`config.mk`:
```
export PLATFORM = sky130hd
export DESIGN_NAME = serial_subtractor_flat
export DESIGN_NICKNAME = d
export VERILOG_FILES = /design/src/rtl/serial_subtractor_if.sv /design/src/rtl/serial_subtractor.sv /design/src/flat_wrapper.sv
export SDC_FILE = /design/constraint.sdc
export NUM_CORES = 1
export LEC_CHECK = 0
export CAP_MARGIN = 0
export CORE_UTILIZATION = 44
export DETAILED_ROUTE_END_ITERATION = 7
export HOLD_SLACK_MARGIN = 0.1
export PLACE_DENSITY = 0.74
export SKIP_CTS_REPAIR_TIMING = 1
export SYNTH_ARGS = -nofsm -noshare
export SYNTH_HDL_FRONTEND = slang
export SYNTH_SLANG_ARGS = --single-unit
```
`constraint.sdc`:
```
create_clock -name clk -period 1.46 [get_ports clk]
set_input_delay 0.146 -clock clk [delete_from_list [all_inputs] [get_ports clk]]
set_output_delay 0.146 -clock clk [all_outputs]
set_load 0.03 [all_outputs]
```
`src/rtl/serial_subtractor_if.sv`:
```
// Handshake and operand/result bundle for serial_subtractor.
// Optional overflow flag exists only when SERIAL_SUB_OVF_EN is defined.
interface serial_subtractor_if #(
  parameter int unsigned WIDTH = 8
);
  logic             start;
  logic [WIDTH-1:0] a;
  logic [WIDTH-1:0] b;
  logic             busy;
  logic             done;
  logic [WIDTH-1:0] diff;
  logic             bout;
`ifdef SERIAL_SUB_OVF_EN
  logic             ovf;

  modport master (output start, a, b, input busy, done, diff, bout, ovf);
  modport slave  (input start, a, b, output busy, done, diff, bout, ovf);
`else
  modport master (output start, a, b, input busy, done, diff, bout);
  modport slave  (input start, a, b, output busy, done, diff, bout);
`endif
endinterface

```
`src/rtl/serial_subtractor.sv`:
```
// Bit-serial LSB-first subtractor: diff = a - b, one bit per clock through a
// single full-subtractor cell and a borrow flip-flop.
// Optional feature macro: SERIAL_SUB_OVF_EN adds the signed overflow flag ovf.
module serial_subtractor #(
  parameter int unsigned WIDTH = 8
) (
  input  logic          clk,
  input  logic          rst_n,
  serial_subtractor_if.slave bus
);
  localparam int unsigned   CW   = (WIDTH > 1) ? $clog2(WIDTH) : 1;
  localparam logic [CW-1:0] LAST = CW'(WIDTH - 1);

  typedef enum logic [1:0] {
    IDLE,
    RUN,
    DONE
  } state_t;

  state_t           r_state;
  state_t           w_next;
  logic [WIDTH-1:0] r_a;
  logic [WIDTH-1:0] r_b;
  logic [WIDTH-1:0] r_diff;
  logic [CW-1:0]    r_cnt;
  logic             r_borrow;
  logic             r_bout;
  logic             w_accept;
  logic             w_last;
  logic             w_d;
  logic             w_bnext;
  logic             w_busy;
  logic             w_done;
`ifdef SERIAL_SUB_OVF_EN
  logic             r_amsb;
  logic             r_bmsb;
  logic             r_ovf;
`endif

  assign w_accept = bus.start && ((r_state == IDLE) || (r_state == DONE));
  assign w_last   = (r_state == RUN) && (r_cnt == LAST);

  // Full-subtractor cell on the current LSBs
  assign w_d     = r_a[0] ^ r_b[0] ^ r_borrow;
  assign w_bnext = (~r_a[0] & r_b[0]) | (~(r_a[0] ^ r_b[0]) & r_borrow);

  // State register
  always_ff @(posedge clk or negedge rst_n) begin
    if (!rst_n) r_state <= IDLE;
    else        r_state <= w_next;
  end

  // Next-state and handshake outputs
  always_comb begin
    w_next = r_state;
    w_busy = 1'b0;
    w_done = 1'b0;
    case (r_state)
      IDLE: if (w_accept) w_next = RUN;
      RUN: begin
        w_busy = 1'b1;
        if (r_cnt == LAST) w_next = DONE;
      end
      DONE: begin
        w_done = 1'b1;
        w_next = w_accept ? RUN : IDLE;
      end
      default: w_next = IDLE;
    endcase
  end

  // Operand shift registers, borrow, bit counter and result capture
  always_ff @(posedge clk or negedge rst_n) begin
    if (!rst_n) begin
      r_a      <= '0;
      r_b      <= '0;
      r_diff   <= '0;
      r_cnt    <= '0;
      r_borrow <= 1'b0;
      r_bout   <= 1'b0;
    end else if (w_accept) begin
      r_a      <= bus.a;
      r_b      <= bus.b;
      r_diff   <= '0;
      r_cnt    <= '0;
      r_borrow <= 1'b0;
      r_bout   <= 1'b0;
    end else if (r_state == RUN) begin
      r_a      <= r_a >> 1;
      r_b      <= r_b >> 1;
      r_diff   <= {w_d, r_diff[WIDTH-1:1]};
      r_cnt    <= r_cnt + CW'(1);
      r_borrow <= w_bnext;
      if (w_last) r_bout <= w_bnext;
    end
  end

`ifdef SERIAL_SUB_OVF_EN
  // Operand sign capture and overflow evaluation; the result MSB is the bit
  // being produced on the last RUN cycle, so ovf settles entering DONE
  always_ff @(posedge clk or negedge rst_n) begin
    if (!rst_n) begin
      r_amsb <= 1'b0;
      r_bmsb <= 1'b0;
      r_ovf  <= 1'b0;
    end else if (w_accept) begin
      r_amsb <= bus.a[WIDTH-1];
      r_bmsb <= bus.b[WIDTH-1];
      r_ovf  <= 1'b0;
    end else if (w_last) begin
      r_ovf  <= (r_amsb ^ r_bmsb) & (r_amsb ^ w_d);
    end
  end

  assign bus.ovf = r_ovf;
`endif

  assign bus.busy = w_busy;
  assign bus.done = w_done;
  assign bus.diff = r_diff;
  assign bus.bout = r_bout;
endmodule
```
`src/flat_wrapper.sv`:
```
// flat-port wrapper written by rule: the top's interface ports become plain ports
module serial_subtractor_flat 
#(
  parameter int unsigned WIDTH = 8
)
  (clk, rst_n, bus_start, bus_a, bus_b, bus_busy, bus_done, bus_diff, bus_bout);
  serial_subtractor_if #(.WIDTH(WIDTH)) bus_i ();
  input  logic clk;
  input  logic rst_n;
  input wire logic [$bits(bus_i.start)-1:0] bus_start;
  input wire logic [$bits(bus_i.a)-1:0] bus_a;
  input wire logic [$bits(bus_i.b)-1:0] bus_b;
  output wire logic [$bits(bus_i.busy)-1:0] bus_busy;
  output wire logic [$bits(bus_i.done)-1:0] bus_done;
  output wire logic [$bits(bus_i.diff)-1:0] bus_diff;
  output wire logic [$bits(bus_i.bout)-1:0] bus_bout;
  assign bus_i.start = bus_start;
  assign bus_i.a = bus_a;
  assign bus_i.b = bus_b;
  assign bus_busy = bus_i.busy;
  assign bus_done = bus_i.done;
  assign bus_diff = bus_i.diff;
  assign bus_bout = bus_i.bout;
  serial_subtractor #(.WIDTH(WIDTH)) u_core (.clk(clk), .rst_n(rst_n), .bus(bus_i));
endmodule
```
==> results.toml, run 1 <==
[status]
outcome = "complete, but fails checks"
violations = "design-rule violations"

[run]
maxCapViolCount = 0

[floorplanning]
chipWidth_um = 57.9
die_y_um = 57.9
dieArea_um2 = 3360
row_count = 19
start_util_pct = 48.2
coreArea_um2 = 2850
ios = 30

[yosys]
yosys.area.top_type = "dfrtp_1"
synth_warnings = 0
synth_top_area_share_pct = 56.4
synth.yosys.seq_area_share_pct = 56.4
syn_inst = 120
ys_seq_elements = 31
yosysUniqueCellTypes = 26
syn_area_um2 = 1380
synth_nets = 142
synth_area_leaders = "dfrtp_1, a22o_1, o22ai_1"
postSynthAreaPerCell_um2 = 11.5

[clocking]
cts_tree = "built"
clockBufferDepth = 2
clkSinkCount = 31
htreeDepth = 2
worstSkewPairLatency_ns = 0.33
clkSlewWorstSetupHoldPaths_ns = 0.10
cts_root_buf = "clkbuf_4"
numCtsBuffers = 5

[sta]
finalHoldViolations = 0
skew_ns = 0.00571
slew_viol_final = 0
period_share_pct = 95.5
rsz0062_at_grt = "false"
hold_ws_ns = 0.190
setup_violations = 0
fmax_ghz = 0.718
tightest_slew_ns = 0.380
relSlewSlack_pct = 74.6
layout_min_cycle_time_ns = 1.39

[worst_setup_path]
arrival_ns = 1.62
cp.required_ns = 1.69
reg2regPathDepth = 4
crit_type = "register to register"
critPathMaxFanout = 2
end_kind = "register"
crit_path_start_kind = "register"

[global_routing]
grt_pass1_vias = 1071
grt_max_degree = 32
grt_remaining_overflow = 0
grt_pass1_wl_um = 4750
antenna_found_initial = 0
grt_usage_pct = 19.0

[min_path]
hp-class = "input port to async pin"

[placement]
dp_cells = 183
dpl.hpwl_um = 1950
portBuffers = 29
routabilityCongestion = 0.727

[drt]
vias_per_cell = 5.52
drt-pass1-iter-count = 6
drt_iter0_markers = 32
wl_met1_um = 1250
drt-total-wl_um = 2720
detail_route.wl_per_cell_um = 14.3
dr_total_vias = 1054
drcViolationCount = 2
wl_met2_um = 1290
ant_nets = 0
dr_wl_met3_um = 126
top_layer_used = "met4"

[layout]
syn_to_final_growth_pct = 34.0
layout_common_cells = "dfrtp_1, clkdlybuf4s50_1, inv_1, a21oi_1, o22ai_1"
stdcell_count = 191
postLayoutCoreUtil_pct = 64.6
final_nets = 182
final_layout_size_suffix_gt1_share_pct = 16.9
num_antenna_cells = 0
layout_commonest_cell = "dfrtp_1"

[power]
fin_total_pwr_uw = 3870
power_density_nw_per_um2 = 2100
ir_drop_uv = 973
p_leak_uw = 0.000995
[metal layers]
metal	track usage, %	up-vias
li1	-	511
met2	31.7	25
met1	23.8	511
met5	0	-
met4	8.16	0
met3	4.02	7
[critical path, cell delays in order, from the launching register on]
cell     delay [ns]
dfrtp_1        0.40
ha_1           0.20
ha_1           0.26
mux2_2         0.25
a22o_1         0.17
[report_power, final]
group | switching, uW | internal [uW] | total (uW)
Clock | 289 | 223 | 511
Sequential | 257 | 1250 | 1510
Combinational | 937 | 912 | 1850
[stage by stage]
| stage | cell area (um2) | TNS, ns | setup WS, ns |
|---|---|---|---|
| after detailed placement | 1750 | -0.0275 | -0.0148 |
| final | 1840 | 0 | 0.0664 |
| after global placement | 1750 | 0 | 0.0473 |
| after global routing | 1840 | 0 | 0.0169 |
| after CTS | 1810 | -1.09 | -0.317 |
| after floorplan | 1380 | 0 | 0.0485 |
[state kept, by name (all words and copies together) (netlist names)]
signal,cells
u_core.bus.bout,1
u_core.bus.diff,8
u_core.r_a,8
u_core.r_b,8
u_core.r_borrow,1
u_core.r_cnt,3
u_core.r_state,2
[worst paths after layout]
kind / startpoint / end / slack (ns)
min in group clk: bus_b[6] / u_core.r_b[6] / 0.41
max reg2reg: u_core.r_cnt[0] / u_core.r_cnt[2] / 0.07
max in group asynchronous: rst_n / u_core.r_b[3] / 0.99
max: u_core.r_cnt[0] / u_core.r_cnt[2] / 0.07
min: rst_n / u_core.r_a[0] / 0.19
min reg2reg: u_core.r_b[7] / u_core.r_b[7] / 0.52
[final cells by class]
cell class                 count  area (um2)
sequential                    31         776
inverter                      15        56.3
tap                           31        38.8
clock buffer                   6        51.3
fill                         228        1010
clock inverter                 1        5.00
timing repair buffer          40         420
multi-input combinational     67         497
[cell families after synthesis]
logic type	synth area share, %
adder cells (fa/ha/maj)	3.27
flip-flops	56.4
AO/OA/AOI/OAI	21.1
multiplexers	6.27
buffers and inverters	7.73
AND/OR/NAND/NOR	5.27
[Yosys cell counts (all sizes together)]
cell      n
a22o     11
a21oi    14
and2b     2
nor2b     1
nand2     2
nor2      1
o22ai    12
and2      1
nand3     2
inv      14
o2bb2ai   1
nand2b    3
o211ai    1
clkinv    1
fa        1
a211oi    2
ha        2
a21o      1
buf       7
mux2i     3
dfrtp    31
o21ai     2
mux2      5
Note: power is estimated with default switching activity, not from simulation.
==> run 2, diff against run 1 <==
CORE_UTILIZATION = 38   (was 44)
GPL_TIMING_DRIVEN = 0   (was not set)
PLACE_DENSITY = 0.65   (was 0.74)
==> run 2 against run 1 <==
Compared with the run above:
- largest cell class unchanged
- clock skew increased by 0.0060 ns
- first-iteration DRC count rose by 44%
- hold slack better by 0.18 ns
- combinational power barely moved
- the flow finishes with violations (negative setup slack)
- cell area is 0.54% lower
- critical path type is now register to primary output
- setup slack got worse by 0.084 ns
==> results.toml, run 2 (synthesized netlist as in run 1, its figures left out) <==
[floorplanning]
row_count = 21
die_y_um = 62.2
start_util_pct = 40.3
chipWidth_um = 62.2
coreArea_um2 = 3420
ios = 30
dieArea_um2 = 3870

[global_routing]
grt_pass1_vias = 986
grt_pass1_wl_um = 4730
grt_usage_pct = 16.2
grt_max_degree = 32
grt_remaining_overflow = 0
antenna_found_initial = 0

[drt]
ant_nets = 0
drt-total-wl_um = 2920
vias_per_cell = 5.08
drt_iter0_markers = 46
detail_route.wl_per_cell_um = 14.1
drt-pass1-iter-count = 4
drcViolationCount = 0
dr_total_vias = 1052

[sta]
layout_min_cycle_time_ns = 1.48
rsz0062_at_grt = "true"
fin_ws_ns = -0.0178
period_share_pct = 101
setup_violations = 1
slew_viol_final = 0
fmax_ghz = 0.677
skew_ns = 0.0117
tightest_slew_ns = 0.685
relSlewSlack_pct = 54.4
finalHoldViolations = 0
hold_ws_ns = 0.367

[worst_setup_path]
reg2reg_slack_ns = 0.05
crit_path_start_kind = "register"
crit_type = "register to primary output"
cp.required_ns = 1.31
arrival_ns = 1.33
end_kind = "primary output"
critPathMaxFanout = 8

[status]
violations = "negative setup slack"
outcome = "complete, but fails checks"

[clocking]
worstSkewPairLatency_ns = 0.34
cts_root_buf = "clkbuf_4"
clkSinkCount = 31
clockBufferDepth = 2
cts_tree = "built"
clkSlewWorstSetupHoldPaths_ns = 0.10
htreeDepth = 2
numCtsBuffers = 5

[layout]
num_antenna_cells = 0
fillers = 320
final_layout_size_suffix_gt1_share_pct = 17.4
final_nets = 182
register_area_um2 = 776
layout_commonest_cell = "dfrtp_1"
syn_to_final_growth_pct = 33.3
layout_common_cells = "dfrtp_1, clkdlybuf4s50_1, inv_1, a21oi_1, o22ai_1"
multi_input_area_um2 = 502

[placement]
dp_slack_ns = -0.338
portBuffers = 29
routabilityCongestion = 0.748
dpl.hpwl_um = 1920

[power]
p_leak_uw = 0.000971
ir_drop_uv = 712
power_density_nw_per_um2 = 2100

[min_path]
hp-class = "input port to async pin"

[run]
maxCapViolCount = 0
## run 2: changes by cell type in the layout (fill, tap and decap cells not counted), moves of 2 or more
cell | previous run | this run
buf_4 | 10 | 4
buf_2 | 0 | 5
buf_6 | 0 | 3
buf_12 | 2 | 0
clkbuf_1 | 0 | 2
## run 2: cell type report
cell class | instances | area share [%]
multi-input cells | 67 | 27.4
inverters | 15 | 3.27
plain buffers | 7 | 3.07
flip-flops and latches | 31 | 42.3
clock buffers | 7 | 2.46
well taps | 46 | 3.14
clock inverters | 1 | 0.273
repair buffers | 33 | 18.1
## run 2: metrics by stage
step | power (uW) | setup TNS, ns | instances | utilization [%] | instance area, um2
4_1_cts | 3820 | -1.91 | 203 | 51.9 | 1770
3_3_place_gp | 3260 | -11.42 | 195 | 50.5 | 1720
5_1_grt | 4150 | -0.0955 | 207 | 53.7 | 1830
2_1_floorplan | 2720 | 0 | 120 | - | 1380
3_5_place_dp | 3340 | -12.74 | 195 | 50.5 | 1720
6_report | 3860 | -0.0178 | 207 | 53.7 | 1830
## run 2: power breakdown
| group | total [uW] | internal (uW) | switching, uW |
|---|---|---|---|
| Combinational | 1870 | 894 | 973 |
| Clock | 486 | 187 | 299 |
| Sequential | 1510 | 1250 | 256 |
| Total | 3860 | 2330 | 1530 |
## run 2: final timing paths
check,start,end,depth (start not counted)
min in group clk,bus_a[3],u_core.r_a[3],3
setup / recovery,u_core.r_state[0],bus_busy,4
max in group asynchronous,rst_n,u_core.r_b[2],2
setup reg to reg,u_core.r_cnt[0],u_core.r_cnt[2],4
hold / removal,rst_n,u_core.bus.diff[1],2
hold reg to reg,u_core.r_a[6],u_core.r_a[6],2
## run 2: routing by layer
| layer | part of all wire [%] | vias to the layer above | GRT usage [%] |
|---|---|---|---|
| met4 | 1.7 | 0 | 6.10 |
| met2 | 48 | 25 | 24.6 |
| li1 | - | 505 | - |
| met1 | 46 | 515 | 21.1 |
| met5 | 0 | - | 0 |
| met3 | 4.6 | 7 | 6.07 |
## run 2: critical path: stages, from the launching register on
cell and delay [ns]:
dfrtp_1 0.37, buf_4 0.17, nand2b_4 0.12, clkinvlp_4 0.13, buf_2 0.20
